$ cat src/rtl/div_accel.sv
// Memory-mapped 32-bit restoring divider: operands/start via stores, results via loads; optional signed mode under DIV_SIGNED_EN.
// Latency: done 32 cycles after the start edge (1 cycle for divide-by-zero); data_out is combinational.
// Backpressure: none; a start written while running is dropped and the operation in flight is unaffected.
module div_accel #(
    parameter int WIDTH = 32
) (
    input  logic             clk,
    input  logic             reset,
    input  logic             sel,
    input  logic             WE,
    input  logic [2:0]       A,
    input  logic [WIDTH-1:0] write_data,
    output logic [WIDTH-1:0] data_out,
    output logic             done
);

    localparam logic [1:0] S_IDLE = 2'd0;
    localparam logic [1:0] S_RUN  = 2'd1;
    localparam logic [1:0] S_DONE = 2'd2;

    logic [1:0]       state;
    logic [WIDTH-1:0] dividend_r, divisor_r, quotient_r, remainder_r;
    logic             err;
    logic [WIDTH-1:0] w_q, w_r, w_d;
    logic [4:0]       cnt;

    logic wr_ctrl, start, ack, busy;

    assign wr_ctrl = sel & WE & (A == 3'd2);
    assign start   = wr_ctrl & write_data[0] & (state != S_RUN);
    assign ack     = wr_ctrl & ~write_data[0] & (state == S_DONE);
    // A zero divisor passes through RUN for one edge only and never reports busy.
    assign busy    = (state == S_RUN) & (w_d != '0);
    assign done    = (state == S_DONE);

    logic [WIDTH:0]   partial, trial;
    logic [WIDTH-1:0] nq, nr;

    always_comb begin
        partial = {w_r, w_q[WIDTH-1]};
        trial   = partial - {1'b0, w_d};
        if (trial[WIDTH]) begin
            nr = partial[WIDTH-1:0];
            nq = {w_q[WIDTH-2:0], 1'b0};
        end else begin
            nr = trial[WIDTH-1:0];
            nq = {w_q[WIDTH-2:0], 1'b1};
        end
    end

    logic [WIDTH-1:0] a_abs, b_abs, q_fin, r_fin, z_rem;

`ifdef DIV_SIGNED_EN
    logic a_neg, b_neg, neg_q, neg_r;

    assign a_neg = write_data[1] & dividend_r[WIDTH-1];
    assign b_neg = write_data[1] & divisor_r[WIDTH-1];
    assign a_abs = a_neg ? -dividend_r : dividend_r;
    assign b_abs = b_neg ? -divisor_r  : divisor_r;

    always_ff @(posedge clk or negedge reset) begin
        if (!reset) begin
            neg_q <= 1'b0;
            neg_r <= 1'b0;
        end else if (start) begin
            neg_q <= a_neg ^ b_neg;
            neg_r <= a_neg;
        end
    end

    assign q_fin = neg_q ? -nq : nq;
    assign r_fin = neg_r ? -nr : nr;
    // w_q still holds |dividend| on the divide-by-zero edge; restore the original value.
    assign z_rem = neg_r ? -w_q : w_q;
`else
    assign a_abs = dividend_r;
    assign b_abs = divisor_r;
    assign q_fin = nq;
    assign r_fin = nr;
    assign z_rem = w_q;
`endif

    always_ff @(posedge clk or negedge reset) begin
        if (!reset) begin
            state       <= S_IDLE;
            dividend_r  <= '0;
            divisor_r   <= '0;
            quotient_r  <= '0;
            remainder_r <= '0;
            err         <= 1'b0;
            w_q         <= '0;
            w_r         <= '0;
            w_d         <= '0;
            cnt         <= '0;
        end else begin
            if (sel & WE) begin
                case (A)
                    3'd0:    dividend_r <= write_data;
                    3'd1:    divisor_r  <= write_data;
                    default: ;
                endcase
            end
            case (state)
                S_IDLE, S_DONE: begin
                    if (start) begin
                        state <= S_RUN;
                        w_q   <= a_abs;
                        w_d   <= b_abs;
                        w_r   <= '0;
                        cnt   <= '0;
                        err   <= 1'b0;
                    end else if (ack) begin
                        state <= S_IDLE;
                        err   <= 1'b0;
                    end
                end
                S_RUN: begin
                    if (w_d == '0) begin
                        state       <= S_DONE;
                        quotient_r  <= '1;
                        remainder_r <= z_rem;
                        err         <= 1'b1;
                    end else begin
                        w_q <= nq;
                        w_r <= nr;
                        cnt <= cnt + 5'd1;
                        if (cnt == 5'd31) begin
                            state       <= S_DONE;
                            quotient_r  <= q_fin;
                            remainder_r <= r_fin;
                        end
                    end
                end
                default: state <= S_IDLE;
            endcase
        end
    end

    always_comb begin
        data_out = '0;
        case (A)
            3'd0:    data_out = dividend_r;
            3'd1:    data_out = divisor_r;
            3'd2:    data_out = {{(WIDTH-3){1'b0}}, err, busy, done};
            3'd3:    data_out = quotient_r;
            3'd4:    data_out = remainder_r;
            default: data_out = '0;
        endcase
    end

endmodule

$ cat config.mk
export PLATFORM = sky130hd
export DESIGN_NAME = div_accel
export DESIGN_NICKNAME = d
export VERILOG_FILES = /design/src/rtl/div_accel.sv
export SDC_FILE = /design/constraint.sdc
export NUM_CORES = 1
export LEC_CHECK = 0
export CAP_MARGIN = 20
export CORE_ASPECT_RATIO = 0.9
export CORE_MARGIN = 2
export CORE_UTILIZATION = 60
export DETAILED_ROUTE_END_ITERATION = 8
export GPL_TIMING_DRIVEN = 0
export PLACE_DENSITY_LB_ADDON = 0.15
export SYNTH_ARGS = -nofsm -noshare
export SYNTH_HDL_FRONTEND = slang
export SYNTH_SLANG_ARGS = --single-unit
$ cat constraint.sdc
create_clock -name clk -period 7.4 [get_ports clk]
set_clock_uncertainty 0.1 [all_clocks]
set_input_delay 2.22 -clock clk [delete_from_list [all_inputs] [get_ports clk]]
set_output_delay 2.22 -clock clk [all_outputs]
set_load 0.005 [all_outputs]
==> impl_table.tex <==
\begin{tabular}{lr}
\hline
Metric & Value \\
\hline
\multicolumn{2}{l}{\textbf{STA}} \\
\quad Period utilisation layout & 0.9737 \\
\quad Final-report max-slew violation count & 0 \\
\quad Final hold violations & 0 \\
\quad Rel. slew slack & 0.4183 \\
\quad Measured slew at the worst slew-check pin & 0.8725 ns \\
\quad Unrepaired setup endpoints after global routing & no \\
\quad Post-route worst hold slack & 0.3850 ns \\
\quad Highest clock rate & 138.8 MHz \\
\quad Final critical-path required period & 7.205 ns \\
\quad Setup violation total in the final timing report & 0 \\
\quad Final setup TNS & 0 ns \\
\multicolumn{2}{l}{\textbf{CTS}} \\
\quad Skew-Pair Late Insertion Delay & 0.52 ns \\
\quad Number of H-tree levels & 1 \\
\quad Number of buffers added by the clock tree synthesis step & 24 \\
\quad Cts-stage hold buffer count & 0 \\
\quad Root cell of the clock tree & clkbuf\_16 \\
\quad Clock sinks & 232 \\
\quad Post-CTS clock slew at the launch and capture registers of the worst setup and hold paths & 0.06 ns \\
\quad Clock tree from TritonCTS & done \\
\quad Maximum buffer depth of the clock tree & 3 \\
\quad Buffers inserted by post-CTS timing repair & 0 \\
\quad Post-cts gate resize count & 0 \\
\multicolumn{2}{l}{\textbf{Route}} \\
\quad Post-detailed-route wirelength per cell & 24.74 um \\
\quad Number of DRC markers in iteration 0 & 1467 \\
\quad Post-DRT Antenna Nets & 0 \\
\quad Drt pass-1 iters & 5 \\
\quad Post-detailed-route DRC marker count & 0 \\
\quad Post-DR vias/cell & 6.862 \\
\quad Via count & 11050 \\
\quad Total Wirelength & 39.86 mm \\
\multicolumn{2}{l}{\textbf{Place}} \\
\quad Total of buffers placed on input and output ports & 70 \\
\quad Cell Count Post-Placement & 1567 \\
\quad Detailed Place HPWL & 29.02 mm \\
\quad RePlAce Congestion & 0.9318 \\
\multicolumn{2}{l}{\textbf{Synth}} \\
\quad Top\_reg\_cell synth & dfrtp\_1 \\
\quad Post-Syn Nets & 1314 \\
\quad Count of synthesis-stage warnings from yosys & 0 \\
\quad Largest cells by area after synthesis & dfrtp\_1 47\%, mux2\_2 5.2\%, nand2\_1 4.8\% \\
\quad Part of the Yosys area used for sequential elements & 0.4715 \\
\quad Mean post-synth cell area & 9.930 um2 \\
\quad Most area-hungry cell type in the Yosys netlist & dfrtp\_1 \\
\quad Synthesized flop and latch total & 232 \\
\quad Synthesized cell area & 12310 um2 \\
\quad Fraction of registers with async set or reset after synthesis & 1.000 \\
\quad Number of synthesized flops with an enable pin & 0 \\
\quad Yosys cell types & 69 \\
\quad Fraction of synthesized cell area taken by the top area cell type & 0.4715 \\
\quad Cells after synthesis & 1240 \\
\multicolumn{2}{l}{\textbf{Finish}} \\
\quad Final standard cell count with taps included and fillers excluded & 1611 \\
\quad Area Overhead vs Synth & 15.30\% \\
\quad Commonest non-fill, non-tap cell in the layout & dfrtp\_1 \\
\quad Number of nets in the finished design & 1412 \\
\quad Total of fill cells in the finished design & 1498 \\
\quad Inserted Diodes & 0 \\
\quad Commonest cells after routing, fill and taps aside & 232 x dfrtp\_1, 158 x nand2\_1, 103 x o21ai\_0, 74 x a21oi\_1, 69 x clkdlybuf4s50\_1 \\
\quad Share of final-layout standard cells stronger than drive strength 1 & 0.09808 \\
\multicolumn{2}{l}{\textbf{Critical path}} \\
\quad Critical-path cell list & clkdlybuf4s50\_1 > buf\_1 > and3\_1 > clkbuf\_1 > a22oi\_1 > nand3\_1 > clkdlybuf4s50\_1 \\
\quad Delay of the slowest cell on the worst path & 0.59 ns \\
\quad Flop2flop setup slack & 3.30 ns \\
\quad Kind of critical path & input port to primary output \\
\quad Startpoint of the worst register-to-register path & w\_q[31]\$\_DFFE\_PN0P\_ \\
\quad Crit path buf inv count & 4 \\
\quad Worst-case reg-to-reg path depth & 13 \\
\quad Critical-path top delay cell & clkbuf\_1 \\
\quad Setup crit start kind & input port \\
\quad Capture point of the worst reg-to-reg path & remainder\_r[24]\$\_DFFE\_PN0P\_ \\
\quad Required time of the critical path & 5.08 ns \\
\quad Worst path top cell family by delay & buffers and inverters \\
\quad Nature of the critical path endpoint & primary output \\
\quad Crit-path max FO & 10 \\
\quad Worst EP arrival & 4.89 ns \\
\quad Worst Setup SP & A[0] \\
\quad Most repeated library cell on the critical path & clkdlybuf4s50\_1 \\
\multicolumn{2}{l}{\textbf{Floorplanning}} \\
\quad Horiz. Die Dim & 155.0 um \\
\quad Floorplan die height & 139.9 um \\
\quad IO Count & 72 \\
\quad Core area & 20050 um2 \\
\quad Standard-cell row count & 49 \\
\quad Effective utilization at floorplan & 0.6142 \\
\quad Die Footprint & 21690 um2 \\
\multicolumn{2}{l}{\textbf{Power and ir drop}} \\
\quad Switching fraction of total power & 0.4413 \\
\quad Combinational fraction of design power & 0.473 \\
\quad Pleak & 6.283 nW \\
\quad Internal cell power & 0.003322 W \\
\quad Worst voltage drop across the vdd grid & 0.2540 mV \\
\quad Part of the power in registers & 0.319 \\
\quad Switching power & 0.002623 W \\
\quad Total power & 0.005945 W \\
\quad Power Dens Cells & 418.7 nW/um2 \\
\quad Part of the power in the clock network & 0.208 \\
\multicolumn{2}{l}{\textbf{Min path}} \\
\quad Instance count along the most critical hold path & 1 \\
\quad Endpoint, Worst Hold & remainder\_r[5]\$\_DFFE\_PN0P\_ \\
\quad Origin of the worst min-delay path & remainder\_r[5]\$\_DFFE\_PN0P\_ \\
\quad Classification of the worst-slack hold path & flop to flop \\
\multicolumn{2}{l}{\textbf{Flow run}} \\
\quad Maximum Capacitance Violations & 0 \\
\multicolumn{2}{l}{\textbf{Global routing}} \\
\quad Tot GR Track Use & 0.3641 \\
\quad Number of antenna violations at the first check in global routing & 0 \\
\quad Vias in the first global route & 10270 \\
\quad Leftover overflow at the end of global routing & 0 \\
\quad Wire length of the first global-routing pass & 60.55 mm \\
\quad Pin count of the biggest net entering global routing & 97 \\
\multicolumn{2}{l}{\textbf{Status}} \\
\quad Status & finished clean \\
\hline
\end{tabular}
[how the worst max path moves through the flow]
stage | to | slack [ns] | cells after the start
finish | data_out[1] | 0.19 | 7
CTS | data_out[1] | 0.28 | 7
global route | data_out[1] | 0.07 | 7
detailed placement | data_out[1] | 0.27 | 7
floorplan | data_out[1] | 1.81 | 6
global placement | a_abs[14]$_DFFE_PN0P_ | -5.80 | 1
[sequential cells by signal, summed over array words and instances (netlist names)]
register     flops
w_q             32
remainder_r     32
err              1
w_r             32
cnt              5
quotient_r      32
a_abs           32
state            2
b_abs           32
w_d             32
[stage by stage]
stage / setup slack, ns / area (um2) / util
global placement: -5.799 / 13330 / 0.6650
global route: 0.07322 / 14200 / 0.7082
CTS: 0.2756 / 14200 / 0.7082
detailed placement: 0.2749 / 13390 / 0.6680
finish: 0.1950 / 14200 / 0.7082
floorplan: 1.813 / 12310 / -
[power by group through the flow]
stage               Combinational (W)  Clock, W  Sequential [W]
finish                        0.00281   0.00124         0.00190
floorplan                     0.00191         0         0.00179
global placement              0.00267         0         0.00190
CTS                           0.00274   0.00124         0.00188
global route                  0.00302   0.00129         0.00193
detailed placement            0.00273         0         0.00190
[cell families after synthesis]
kind of cell,count (synthesis),synth area share
xor+xnor,30,0.02134
flops,232,0.4715
compound gates,429,0.2412
buf+inv,125,0.04115
simple gates,310,0.1179
fa+ha+maj,35,0.03618
mux,79,0.07072
[layout make-up]
| type | count | area, um2 | share of cell area |
|---|---|---|---|
| well taps | 255 | 319.1 | 0.02247 |
| clock inverters | 8 | 77.57 | 0.005464 |
| plain buffers | 83 | 349.1 | 0.02459 |
| multi-input cells | 883 | 6001 | 0.4227 |
| inverters | 42 | 157.7 | 0.01110 |
| clock buffers | 36 | 726.9 | 0.05120 |
| repair buffers | 72 | 760.7 | 0.05358 |
| flip-flops and latches | 232 | 5806 | 0.4089 |
[metal layers]
layer | vias to the layer above | track usage | routed length [um]
met4 | 0 | 0.1672 | 2040
li1 | 4799 | - | -
met3 | 110 | 0.06590 | 4218
met2 | 735 | 0.5200 | 17090
met1 | 5410 | 0.5424 | 16520
met5 | - | 0 | 0
[cells in the mapped netlist (6+ instances only)]
master    instances
a21o_1           14
a21oi_1          74
a221o_1          30
a221oi_1         14
a22o_1           32
a22oi_1          40
a31oi_1          18
and3_1           23
buf_1             8
buf_2             9
clkbuf_1         62
dfrtp_1         232
ha_1             34
inv_1            41
mux2_1            7
mux2_2           57
mux2i_1          15
nand2_1         158
nand2b_1          7
nand3_1          33
nand4_1           7
nor2_1           31
nor3_1           14
nor4_1            8
o211ai_1          7
o21ai_0         103
o21ai_1          18
o22a_1           32
o22ai_1           6
or3_1             7
xnor2_1          15
xor2_1           15
Power figures use the tool's default switching activity.
